[config.mk]
export PLATFORM = sky130hd
export DESIGN_NAME = branch_resolver
export DESIGN_NICKNAME = d
export VERILOG_FILES = /design/src/rtl/lab4_branch_pkg.sv /design/src/rtl/branch_pred_queue.sv /design/src/rtl/branch_resolver.sv
export SDC_FILE = /design/constraint.sdc
export NUM_CORES = 1
export LEC_CHECK = 0
export CAP_MARGIN = 20
export CORE_AREA = 2 2 154 119
export CTS_CLUSTER_SIZE = 28
export DETAILED_ROUTE_END_ITERATION = 8
export DIE_AREA = 0 0 156 121
export GPL_ROUTABILITY_DRIVEN = 0
export PLACE_DENSITY = 0.84
export REMOVE_ABC_BUFFERS = 1
export SYNTH_ARGS = -nofsm -noshare
export SYNTH_HDL_FRONTEND = slang
export SYNTH_SLANG_ARGS = --single-unit
[constraint.sdc]
create_clock -name clk -period 3.68 [get_ports clk]
set_clock_uncertainty 0.2 [all_clocks]
set_input_delay 0.736 -clock clk [delete_from_list [all_inputs] [get_ports clk]]
set_output_delay 0.736 -clock clk [all_outputs]
set_load 0.1 [all_outputs]
[src/rtl/lab4_branch_pkg.sv]
// Shared types for the branch resolver: one in-flight branch record and the PC width.
package lab4_branch_pkg;

    localparam int pc_nbits = 32;

    typedef struct packed {
        logic [pc_nbits-1:0] pc;
        logic                pred;
    } branch_entry_t;

endpackage

[src/rtl/branch_pred_queue.sv]
// In-order circular queue of in-flight branches. The head entry is read
// combinationally so that execute can compare against it in the resolve cycle.
module branch_pred_queue
    import lab4_branch_pkg::*;
#(
    parameter int p_depth = 4
) (
    input  logic          clk,
    input  logic          reset,
    input  logic          clear,
    input  logic          enq_val,
    output logic          enq_rdy,
    input  branch_entry_t enq_data,
    output logic          deq_val,
    input  logic          deq_rdy,
    output branch_entry_t deq_data
);

    localparam int ptr_nbits = $clog2(p_depth);

    branch_entry_t        mem [p_depth];
    logic [ptr_nbits-1:0] head_reg, head_next;
    logic [ptr_nbits-1:0] tail_reg, tail_next;
    logic [ptr_nbits:0]   count_reg, count_next;
    logic                 enq_fire;
    logic                 deq_fire;

    assign enq_rdy  = (count_reg != (ptr_nbits + 1)'(p_depth));
    assign deq_val  = (count_reg != '0);
    assign enq_fire = enq_val && enq_rdy;
    assign deq_fire = deq_val && deq_rdy;
    assign deq_data = mem[head_reg];

    always_comb begin
        head_next  = head_reg;
        tail_next  = tail_reg;
        count_next = count_reg;
        if (clear) begin
            // Pointers realign to zero so the next entry starts a fresh stream.
            head_next  = '0;
            tail_next  = '0;
            count_next = '0;
        end else begin
            if (enq_fire) tail_next = tail_reg + 1'b1;
            if (deq_fire) head_next = head_reg + 1'b1;
            case ({enq_fire, deq_fire})
                2'b10:   count_next = count_reg + 1'b1;
                2'b01:   count_next = count_reg - 1'b1;
                default: count_next = count_reg;
            endcase
        end
    end

    always_ff @(posedge clk) begin
        if (reset) begin
            head_reg  <= '0;
            tail_reg  <= '0;
            count_reg <= '0;
        end else begin
            head_reg  <= head_next;
            tail_reg  <= tail_next;
            count_reg <= count_next;
        end
    end

    always_ff @(posedge clk) begin
        if (enq_fire && !clear && !reset) mem[tail_reg] <= enq_data;
    end

endmodule

[src/rtl/branch_resolver.sv]
// Execute-side branch bookkeeping: trains the predictor on resolution, flags
// mispredictions, squashes wrong-path entries and counts accuracy.
module branch_resolver
    import lab4_branch_pkg::*;
#(
    parameter int p_depth     = 4,
    parameter int p_cnt_nbits = 32
) (
    input  logic                   clk,
    input  logic                   reset,
    input  logic                   enq_val,
    output logic                   enq_rdy,
    input  logic [pc_nbits-1:0]    enq_pc,
    input  logic                   enq_pred,
    input  logic                   resolve_val,
    output logic                   resolve_rdy,
    input  logic                   resolve_taken,
    input  logic                   flush,
    output logic                   update_en,
    output logic                   update_val,
    output logic [pc_nbits-1:0]    update_pc,
    output logic                   mispredict,
    output logic [p_cnt_nbits-1:0] num_branches,
    output logic [p_cnt_nbits-1:0] num_mispredicts
);

    branch_entry_t enq_entry;
    branch_entry_t head_entry;
    logic          resolve_fire;
    logic          resolve_ok;
    logic          resolve_wrong;
    logic          clear;

    logic                   update_en_reg;
    logic                   update_val_reg;
    logic [pc_nbits-1:0]    update_pc_reg;
    logic                   mispredict_reg;
    logic [p_cnt_nbits-1:0] num_branches_reg;
    logic [p_cnt_nbits-1:0] num_mispredicts_reg;

    assign enq_entry.pc   = enq_pc;
    assign enq_entry.pred = enq_pred;

    assign resolve_fire  = resolve_val && resolve_rdy;
    // A flush in the same cycle discards the resolve entirely.
    assign resolve_ok    = resolve_fire && !flush;
    assign resolve_wrong = resolve_ok && (resolve_taken ^ head_entry.pred);
    assign clear         = flush || resolve_wrong;

    branch_pred_queue #(
        .p_depth (p_depth)
    ) u_queue (
        .clk      (clk),
        .reset    (reset),
        .clear    (clear),
        .enq_val  (enq_val),
        .enq_rdy  (enq_rdy),
        .enq_data (enq_entry),
        .deq_val  (resolve_rdy),
        .deq_rdy  (resolve_val),
        .deq_data (head_entry)
    );

    always_ff @(posedge clk) begin
        if (reset) begin
            update_en_reg       <= 1'b0;
            update_val_reg      <= 1'b0;
            update_pc_reg       <= '0;
            mispredict_reg      <= 1'b0;
            num_branches_reg    <= '0;
            num_mispredicts_reg <= '0;
        end else begin
            update_en_reg  <= resolve_ok;
            update_val_reg <= resolve_ok && resolve_taken;
            update_pc_reg  <= resolve_ok ? head_entry.pc : '0;
            mispredict_reg <= resolve_wrong;
            if (resolve_ok)    num_branches_reg    <= num_branches_reg + 1'b1;
            if (resolve_wrong) num_mispredicts_reg <= num_mispredicts_reg + 1'b1;
        end
    end

    assign update_en       = update_en_reg;
    assign update_val      = update_val_reg;
    assign update_pc       = update_pc_reg;
    assign mispredict      = mispredict_reg;
    assign num_branches    = num_branches_reg;
    assign num_mispredicts = num_mispredicts_reg;

endmodule

==> impl_metrics.csv, run 1 <==
group,metric,value,unit
timing,slew_headroom,0.336,
detailed_routing,wirelength,18.7,mm
cells_and_area,fin_cells,1051,
logic_synthesis,synthesis.area,9200,sq um
grt,grt_first_pass_wirelength,29.6,mm
setup_path,worst_ep_required_time,2.74,ns
timing,max_freq,0.336,GHz
setup_path,crit_type,"reg2out",
cells_and_area,multi_input_area,2920,sq um
die,die_area,18900,sq um
detailed_routing,drc,0,
grt,grt_max_degree,44,
setup_path,path_buf_inv,1,
clock_network,cts_hold_buf,0,
power_and_ir_drop,ir_drop,329,uV
cells_and_area,drive_gt1_frac,0.187,
timing,drv_slew,0,
clock_network,cts-resized-gates,0,
die,die_h,121,microns
timing,worst_slack,0.702,ns
clock_network,cts-root-buf,"clkbuf_16",
timing,setup_viol,0,
cells_and_area,final_area,11400,sq um
clock_network,clkTransAtPathRegs,0.06,ns
outcome,status,"finished clean",
detailed_routing,first_iter_violations,343,
job,drv_cap,0,
placed_design,dp_hpwl,12.1,mm
power_and_ir_drop,power_density,462,nW/um^2
logic_synthesis,synth-seq-cells,240,
cells_and_area,n_antenna_cell,0,
cells_and_area,regMostFlops,"u_queue.mem",
die,die_x,156,microns
grt,antenna_found_initial,0,
logic_synthesis,syn_avg_cell_area,13.8,sq um
grt,track_usage,0.199,
timing,fin_crit_sh,0.809,
setup_path,endpoint_kind,"output pin",
clock_network,clkLatencyLatePin,0.50,ns
min_path,hold_path.class,"reg2reg",
cells_and_area,largest_reg_flops,132,
setup_path,path_delay_family,"buffers and inverters",
power_and_ir_drop,leakage,0.00394,uW
detailed_routing,num_vias,5887,
logic_synthesis,yosysSeqAreaShare,0.666,
grt,grt_overflow,0,
clock_network,cts_max_level,1,
detailed_routing,dr.pass1.iters,4,
setup_path,slowest_delay,1.16,ns
timing,period_minus_slack,2.98,ns
cells_and_area,finalNetCount,861,
die,core,17300,sq um
logic_synthesis,yosys_warnings,0,
placed_design,dp_cells,1009,
die,io_pins,140,
detailed_routing,ant_nets,0,
cells_and_area,nFillCells,1223,
clock_network,cts_setup_buffers,0,
detailed_routing,viasPerCell,5.60,
timing,rsz0062_at_grt,"no",
logic_synthesis,netlist_instances,667,
setup_path,critPathMaxFanout,3,
setup_path,crit_slowest_cell,"clkdlybuf4s50_1",
logic_synthesis,yosysUniqueCellTypes,38,
grt,grt_pass1_vias,5692,
timing,hold_violations,0,
cells_and_area,fin_util,0.662,
clock_network,cts_buffer_depth,3,
timing,tns,0,ns
placed_design,dpl_cell_area,10700,sq um
clock_network,cts_tree,"yes",
setup_path,crit_chain,"clkdlybuf4s50_1",
die,start_util,0.532,
setup_path,cp_data_arrival_time,2.04,ns
clock_network,cts_sinks,240,
placed_design,pre_cts_slack,0.475,ns
timing,worst_pin_slew,0.993,ns
cells_and_area,areaGrowthSynthToFinish,24.3,%
clock_network,cts_buffers,23,
cells_and_area,seqCellArea,6130,sq um
detailed_routing,wire_per_inst,17.8,microns
setup_path,cp-start-kind,"flop",
die,rows,42,
placed_design,place.port_buffers,139,
## worst paths after layout
| kind | from | endpoint | slack, ns | cells after the start |
|---|---|---|---|---|
| worst max-delay path | num_mispredicts[20] | num_mispredicts[20] | 0.70 | 1 |
| worst min-delay path | num_mispredicts[26] | num_mispredicts[26] | 0.31 | 2 |
| worst max register to register | u_queue.mem[2][0] | num_mispredicts[31] | 0.90 | 5 |
| worst min register to register | num_mispredicts[26] | num_mispredicts[26] | 0.31 | 2 |
## per-layer routing
metal / GRT usage / wire length (microns) / vias to the layer above
li1: - / - / 2746
met1: 0.290 / 8360 / 2869
met2: 0.312 / 8500 / 243
met3: 0.0454 / 1560 / 29
met4: 0.0378 / 298 / 0
met5: 0 / 0 / -
## cell families (layout without fill, tap and decap cells)
group / Yosys count / in the layout / synth area share
and+or+nand+nor: 258 / 258 / 0.149
buffers and inverters: 43 / 207 / 0.0182
muxes: 39 / 39 / 0.0881
DFF: 240 / 240 / 0.666
adders and majority gates: 8 / 8 / 0.0117
xor gates and xnor gates: 52 / 52 / 0.0495
AOI/OAI and AO/OA: 27 / 27 / 0.0171
## Yosys cell counts
library cell | n | area [sq um]
buf_4 | 1 | 7.51
inv_1 | 8 | 30.0
fa_1 | 1 | 20.0
or2_2 | 1 | 6.26
nor4b_1 | 1 | 8.76
buf_2 | 2 | 10.0
and3_1 | 15 | 93.8
dfxtp_1 | 108 | 2160
o21ai_0 | 5 | 25.0
mux2_2 | 6 | 67.6
clkinv_1 | 1 | 3.75
or3_1 | 7 | 43.8
ha_1 | 7 | 87.6
nor2b_1 | 7 | 43.8
nor3b_1 | 2 | 15.0
o21ai_1 | 1 | 5.00
mux4_2 | 33 | 743
or4_1 | 6 | 45.0
and2_1 | 40 | 250
a21oi_1 | 13 | 65.1
xnor2_1 | 32 | 280
clkbuf_1 | 25 | 93.8
o21a_1 | 1 | 7.51
nand4_1 | 16 | 100
nor4_1 | 19 | 119
nor2_1 | 67 | 251
nor3_1 | 11 | 55.1
nand2_1 | 26 | 97.6
nand3b_1 | 1 | 7.51
o21ba_2 | 1 | 10.0
nand3_1 | 27 | 135
o31ai_1 | 6 | 45.0
nand2b_1 | 1 | 6.26
and3b_1 | 1 | 8.76
xor2_1 | 20 | 175
edfxtp_1 | 132 | 3960
buf_1 | 6 | 22.5
and4_1 | 10 | 87.6
## cell type report
class,count,area share
sequential,240,0.536
multi-input combinational,384,0.256
timing repair buffer,156,0.120
clock inverter,8,0.00602
clock buffer,34,0.0557
inverter,9,0.00295
tap,220,0.0241
## power by group
| part | total, uW | internal (uW) | switching [uW] |
|---|---|---|---|
| logic | 222 | 85.0 | 137 |
| registers | 2860 | 2850 | 8.80 |
| clock network | 2210 | 1270 | 936 |
| total | 5290 | 4200 | 1080 |
## cells in the final DEF (no fill, tap or decap), drive strengths merged
cell	netlist	layout
xor2	20	20
clkdlybuf4s50	0	81
buf	9	75
dfxtp	108	108
edfxtp	132	132
inv	8	9
nor3b	2	2
and3	15	15
a21oi	13	13
nand2	26	26
xnor2	32	32
or4	6	6
o21a	1	1
nor4b	1	1
nor2	67	67
nor2b	7	7
and3b	1	1
nand3b	1	1
clkbuf	25	34
bufinv	0	1
o21ba	1	1
nor3	11	11
fa	1	1
and2	40	40
o31ai	6	6
nor4	19	19
or2	1	1
o21ai	6	6
or3	7	7
and4	10	10
mux2	6	6
clkinv	1	6
nand3	27	27
nand4	16	16
mux4	33	33
clkinvlp	0	1
ha	7	7
nand2b	1	1
## stage by stage
step	total power, uW	hold WS [ns]
after floorplan	3030	0.269
after global placement	3130	0.291
after detailed placement	3140	0.298
after CTS	5330	0.311
after global routing	5460	0.335
final	5290	0.305
Power figures use the tool's default switching activity.
==> run 2: changes to the inputs <==
==> constraint.sdc (replaced) <==
create_clock -name clk -period 3 [get_ports clk]
set_clock_uncertainty 0.2 [all_clocks]
set_input_delay 0.6 -clock clk [delete_from_list [all_inputs] [get_ports clk]]
set_output_delay 0.6 -clock clk [all_outputs]
set_load 0.1 [all_outputs]
==> run 2 against run 1 <==
Compared with the run above:
- combinational power rose by 27%
- first-iteration DRC count fell by 9.6%
- total power grew 20%
- final cell count grew 1.2%
- critical endpoint is now u_queue.mem[3][9]
==> impl_metrics.csv, run 2 (synthesis gave the netlist of run 1 again) <==
group,metric,value,unit
grt,grt_pass1_vias,5613,
power_and_ir_drop,sw_frac_of_total,0.211,
cells_and_area,layout_common_cells,"132 x edfxtp_1, 125 x buf_4, 106 x dfxtp_1",
cells_and_area,final_common_cell,"edfxtp_1",
setup_path,cp-endpoint,"u_queue.mem[3][9]",
detailed_routing,drc,0,
detailed_routing,wire_per_inst,17.4,microns
grt,grt_overflow,0,
cells_and_area,multi_input_area,2920,sq um
grt,grt_first_pass_wirelength,29.5,mm
timing,rsz0062_at_grt,"no",
setup_path,startpoint,"u_queue.mem[2][0]",
grt,track_usage,0.199,
detailed_routing,dr.pass1.iters,4,
setup_path,cp_data_arrival_time,2.70,ns
die,io_pins,140,
die,die_x,156,microns
setup_path,cp-start-kind,"flop",
cells_and_area,regMostFlops,"u_queue.mem",
power_and_ir_drop,p_comb_frac,0.044,
cells_and_area,finalNetCount,874,
job,drv_cap,0,
cells_and_area,seqCellArea,6130,sq um
timing,hold_violations,0,
timing,max_freq,0.372,GHz
clock_network,cts_setup_buffers,0,
detailed_routing,ant_nets,0,
die,die_h,121,microns
cells_and_area,nFillCells,1200,
cells_and_area,areaGrowthSynthToFinish,24.6,%
detailed_routing,viasPerCell,5.47,
timing,slew_headroom,0.563,
detailed_routing,num_vias,5822,
timing,period_minus_slack,2.69,ns
clock_network,cts-root-buf,"clkbuf_16",
power_and_ir_drop,ir_drop,330,uV
detailed_routing,first_iter_violations,310,
setup_path,rrSetupSlack,0.31,ns
clock_network,cts_sinks,240,
cells_and_area,final_area,11500,sq um
die,start_util,0.532,
clock_network,cts_tree,"yes",
setup_path,reg2reg_depth,6,
power_and_ir_drop,internal_power,5020,uW
timing,fin_crit_sh,0.895,
power_and_ir_drop,seqPwrFrac,0.551,
power_and_ir_drop,leakage,0.00410,uW
timing,setup_viol,0,
setup_path,worst_ep_required_time,3.02,ns
clock_network,clkLatencyLatePin,0.50,ns
detailed_routing,wirelength,18.5,mm
setup_path,worstReg2RegStart,"u_queue.mem[2][0]",
power_and_ir_drop,p_sw,1340,uW
setup_path,crit_type,"reg2reg",
placed_design,place.port_buffers,139,
placed_design,dp_hpwl,12.3,mm
power_and_ir_drop,power_density,556,nW/um^2
die,die_area,18900,sq um
outcome,status,"finished clean",
setup_path,endpoint_kind,"flop",
die,core,17300,sq um
timing,drv_slew,0,
cells_and_area,fin_cells,1064,
clock_network,cts_buffers,23,
clock_network,cts-resized-gates,0,
power_and_ir_drop,clockPowerShare,0.405,
die,rows,42,
cells_and_area,n_antenna_cell,0,
setup_path,critPathMaxFanout,15,
clock_network,cts_max_level,1,
clock_network,cts_buffer_depth,3,
clock_network,cts_hold_buf,0,
cells_and_area,largest_reg_flops,132,
setup_path,r2r-end,"u_queue.mem[3][9]",
placed_design,dpl_cell_area,10800,sq um
power_and_ir_drop,power,6370,uW
min_path,hold_path.class,"reg2reg",
cells_and_area,drive_gt1_frac,0.252,
grt,antenna_found_initial,0,
timing,worst_pin_slew,0.655,ns
clock_network,clkTransAtPathRegs,0.06,ns
placed_design,dp_cells,1022,
grt,grt_max_degree,47,
-- run 2: power by group through the flow --
| stage | Clock (uW) | Combinational (uW) | Sequential (uW) |
|---|---|---|---|
| after floorplan | 0 | 88.0 | 3620 |
| after global placement | 0 | 278 | 3580 |
| after detailed placement | 0 | 282 | 3580 |
| after CTS | 2630 | 283 | 3510 |
| after global routing | 2750 | 302 | 3510 |
| final | 2580 | 281 | 3510 |
-- run 2: how the worst min path moves through the flow --
stage	start	to	cells past startpoint
after global routing	num_mispredicts[26]	num_mispredicts[26]	2
after floorplan	u_queue.tail_reg[1]	u_queue.tail_reg[1]	2
after CTS	u_queue.tail_reg[1]	u_queue.tail_reg[1]	2
after global placement	num_mispredicts[29]	num_mispredicts[29]	2
final	num_mispredicts[29]	num_mispredicts[29]	2
after detailed placement	num_mispredicts[26]	num_mispredicts[26]	2
-- run 2: per-layer routing --
layer | vias up | wire, microns | share of wire | global-route usage
met3 | 25 | 1390 | 0.075 | 0.0400
met2 | 217 | 8280 | 0.45 | 0.309
met1 | 2805 | 8570 | 0.46 | 0.295
met4 | 0 | 312 | 0.017 | 0.0384
met5 | - | 0 | 0 | 0
li1 | 2775 | - | - | -
-- run 2: worst max-delay path, cell delays in order (launching register included) --
cell and delay (ns):
edfxtp_1 0.37, mux4_2 0.52, xnor2_2 0.38, o21ai_1 0.15
nor2_1 0.24, and2_2 0.34, buf_12 0.19
-- run 2: per-stage QoR --
stage	utilization	TNS, ns	worst slack (ns)	hold WS (ns)
floorplan	-	-326.34	-2.18	0.269
global placement	0.624	0	0.130	0.293
detailed placement	0.624	0	0.0937	0.302
CTS	0.663	0	0.311	0.313
global route	0.663	0	0.171	0.332
finish	0.663	0	0.314	0.309
-- run 2: cell type report --
class / count / share of cell area
sequential: 240 / 0.535
multi-input combinational: 384 / 0.255
timing repair buffer: 169 / 0.125
clock buffer: 29 / 0.0522
tap: 220 / 0.0240
clock inverter: 13 / 0.00590
inverter: 9 / 0.00295
==> run 3: changes to the inputs <==
--- a/config.mk
+++ b/config.mk
@@ -6,10 +6,12 @@
 export NUM_CORES = 1
 export LEC_CHECK = 0
 export CAP_MARGIN = 20
-export CORE_AREA = 2 2 154 119
+export CELL_PAD_IN_SITES_DETAIL_PLACEMENT = 1
+export CELL_PAD_IN_SITES_GLOBAL_PLACEMENT = 1
+export CORE_AREA = 2 2 170 131
 export CTS_CLUSTER_SIZE = 28
 export DETAILED_ROUTE_END_ITERATION = 8
-export DIE_AREA = 0 0 156 121
+export DIE_AREA = 0 0 172 133
 export GPL_ROUTABILITY_DRIVEN = 0
 export PLACE_DENSITY = 0.84
 export REMOVE_ABC_BUFFERS = 1
==> run 3 against run 2 <==
Compared with the run above:
- count of clock-buffer cells in the layout increased by 2
- highest routed layer unchanged
- critical endpoint is now resolve_rdy
- non-clock buffer count is 1 lower
- wire length up 20%
==> impl_metrics.csv, run 3 (synthesis gave the netlist of run 1 again) <==
group,metric,value,unit
placed_design,dp_hpwl,14.6,mm
setup_path,worst_ep_required_time,2.20,ns
cells_and_area,final_area,11700,sq um
grt,track_usage,0.198,
setup_path,cp-start-kind,"flop",
cells_and_area,final_common_cell,"edfxtp_1",
detailed_routing,drc,0,
power_and_ir_drop,leakage,0.00417,uW
setup_path,crit_type,"reg2out",
grt,grt_overflow,0,
die,io_pins,140,
cells_and_area,regMostFlops,"u_queue.mem",
setup_path,startpoint,"u_queue.count_reg[2]",
setup_path,path_delay_family,"buffers and inverters",
cells_and_area,areaGrowthSynthToFinish,27.1,%
timing,max_freq,0.379,GHz
timing,drv_slew,0,
placed_design,dp_cells,1095,
clock_network,cts_buffer_depth,3,
detailed_routing,first_iter_violations,300,
setup_path,crit_slowest_cell,"dfxtp_1",
detailed_routing,viasPerCell,5.22,
setup_path,critPathMaxFanout,8,
setup_path,cp-endpoint,"resolve_rdy",
min_path,hold_path.class,"in2reg",
grt,grt_pass1_vias,6311,
timing,fin_crit_sh,0.880,
timing,setup_viol,0,
clock_network,cts_max_level,1,
setup_path,path_buf_inv,2,
detailed_routing,num_vias,5961,
outcome,status,"finished clean",
cells_and_area,finalNetCount,875,
setup_path,endpoint_kind,"output pin",
grt,grt_max_degree,62,
clock_network,cts-resized-gates,0,
clock_network,clkTransAtPathRegs,0.06,ns
timing,worst_slack,0.360,ns
timing,worst_pin_slew,0.648,ns
clock_network,cts-root-buf,"clkbuf_16",
cells_and_area,drive_gt1_frac,0.259,
placed_design,place.port_buffers,139,
die,core,21400,sq um
die,die_area,22900,sq um
setup_path,slowest_delay,0.34,ns
clock_network,clkLatencyLatePin,0.53,ns
detailed_routing,wirelength,22.3,mm
power_and_ir_drop,power_density,590,nW/um^2
die,die_h,133,microns
clock_network,cts_sinks,240,
timing,rsz0062_at_grt,"no",
clock_network,cts_hold_buf,0,
timing,hold_violations,0,
cells_and_area,layout_common_cells,"132 x edfxtp_1, 125 x buf_4, 107 x dfxtp_1",
setup_path,cp_data_arrival_time,1.84,ns
die,die_x,172,microns
setup_path,cp.depth,3,
detailed_routing,dr.pass1.iters,4,
clock_network,cts_tree,"yes",
placed_design,dpl_cell_area,10900,sq um
setup_path,rrSetupSlack,0.40,ns
cells_and_area,largest_reg_flops,132,
placed_design,pre_cts_slack,0.0500,ns
grt,grt_first_pass_wirelength,35.1,mm
die,start_util,0.430,
power_and_ir_drop,ir_drop,414,uV
detailed_routing,wire_per_inst,19.6,microns
setup_path,reg2reg_depth,5,
die,rows,47,
detailed_routing,ant_nets,0,
clock_network,cts_buffers,25,
job,drv_cap,0,
setup_path,worstReg2RegStart,"u_queue.mem[0][0]",
cells_and_area,fin_cells,1142,
grt,antenna_found_initial,2,
clock_network,cts_setup_buffers,0,
timing,slew_headroom,0.568,
setup_path,r2r-end,"num_mispredicts[24]",
setup_path,crit_chain,"nor3_1 -> clkinv_1 -> buf_4",
timing,period_minus_slack,2.64,ns
cells_and_area,nFillCells,2166,
-- run 3: how the worst min path moves through the flow --
stage,slack [ns],cells after the start,startpoint,end
floorplan,0.27,2,u_queue.tail_reg[1],u_queue.tail_reg[1]
global placement,0.29,2,num_mispredicts[30],num_mispredicts[30]
detailed placement,0.29,2,num_mispredicts[26],num_mispredicts[26]
CTS,0.22,2,reset,num_branches[3]
global route,0.23,2,reset,num_branches[3]
finish,0.22,2,reset,num_branches[3]
-- run 3: layout make-up --
class                   count  area, sq um  area share
clock inverters            14          145      0.0124
flip-flops and latches    240         6130       0.524
clock buffers              31          678      0.0580
multi-input cells         384         2920       0.250
inverters                   9         33.8     0.00289
diodes                      2         5.00    0.000428
repair buffers            168         1410       0.121
well taps                 294          368      0.0315
-- run 3: power breakdown --
part	internal, uW	switching, uW	total [uW]
clock network	1790	1310	3100
registers	3490	11.2	3510
logic	110	178	288
-- run 3: stage by stage --
step            util  setup TNS [ns]  hold WS (ns)  power, uW
2_1_floorplan      -         -326.34         0.269       3710
3_3_place_gp   0.508               0         0.286       3850
3_5_place_dp   0.508               0         0.294       3860
4_1_cts        0.546               0         0.216       6960
5_1_grt        0.546               0         0.227       7100
6_report       0.546               0         0.224       6900
-- run 3: layer usage --
layer / up-vias / global-route usage / share of wire
li1: 2769 / - / -
met1: 2985 / 0.261 / 0.44
met2: 172 / 0.337 / 0.49
met3: 35 / 0.0410 / 0.058
met4: 0 / 0.0467 / 0.018
met5: - / 0 / 0
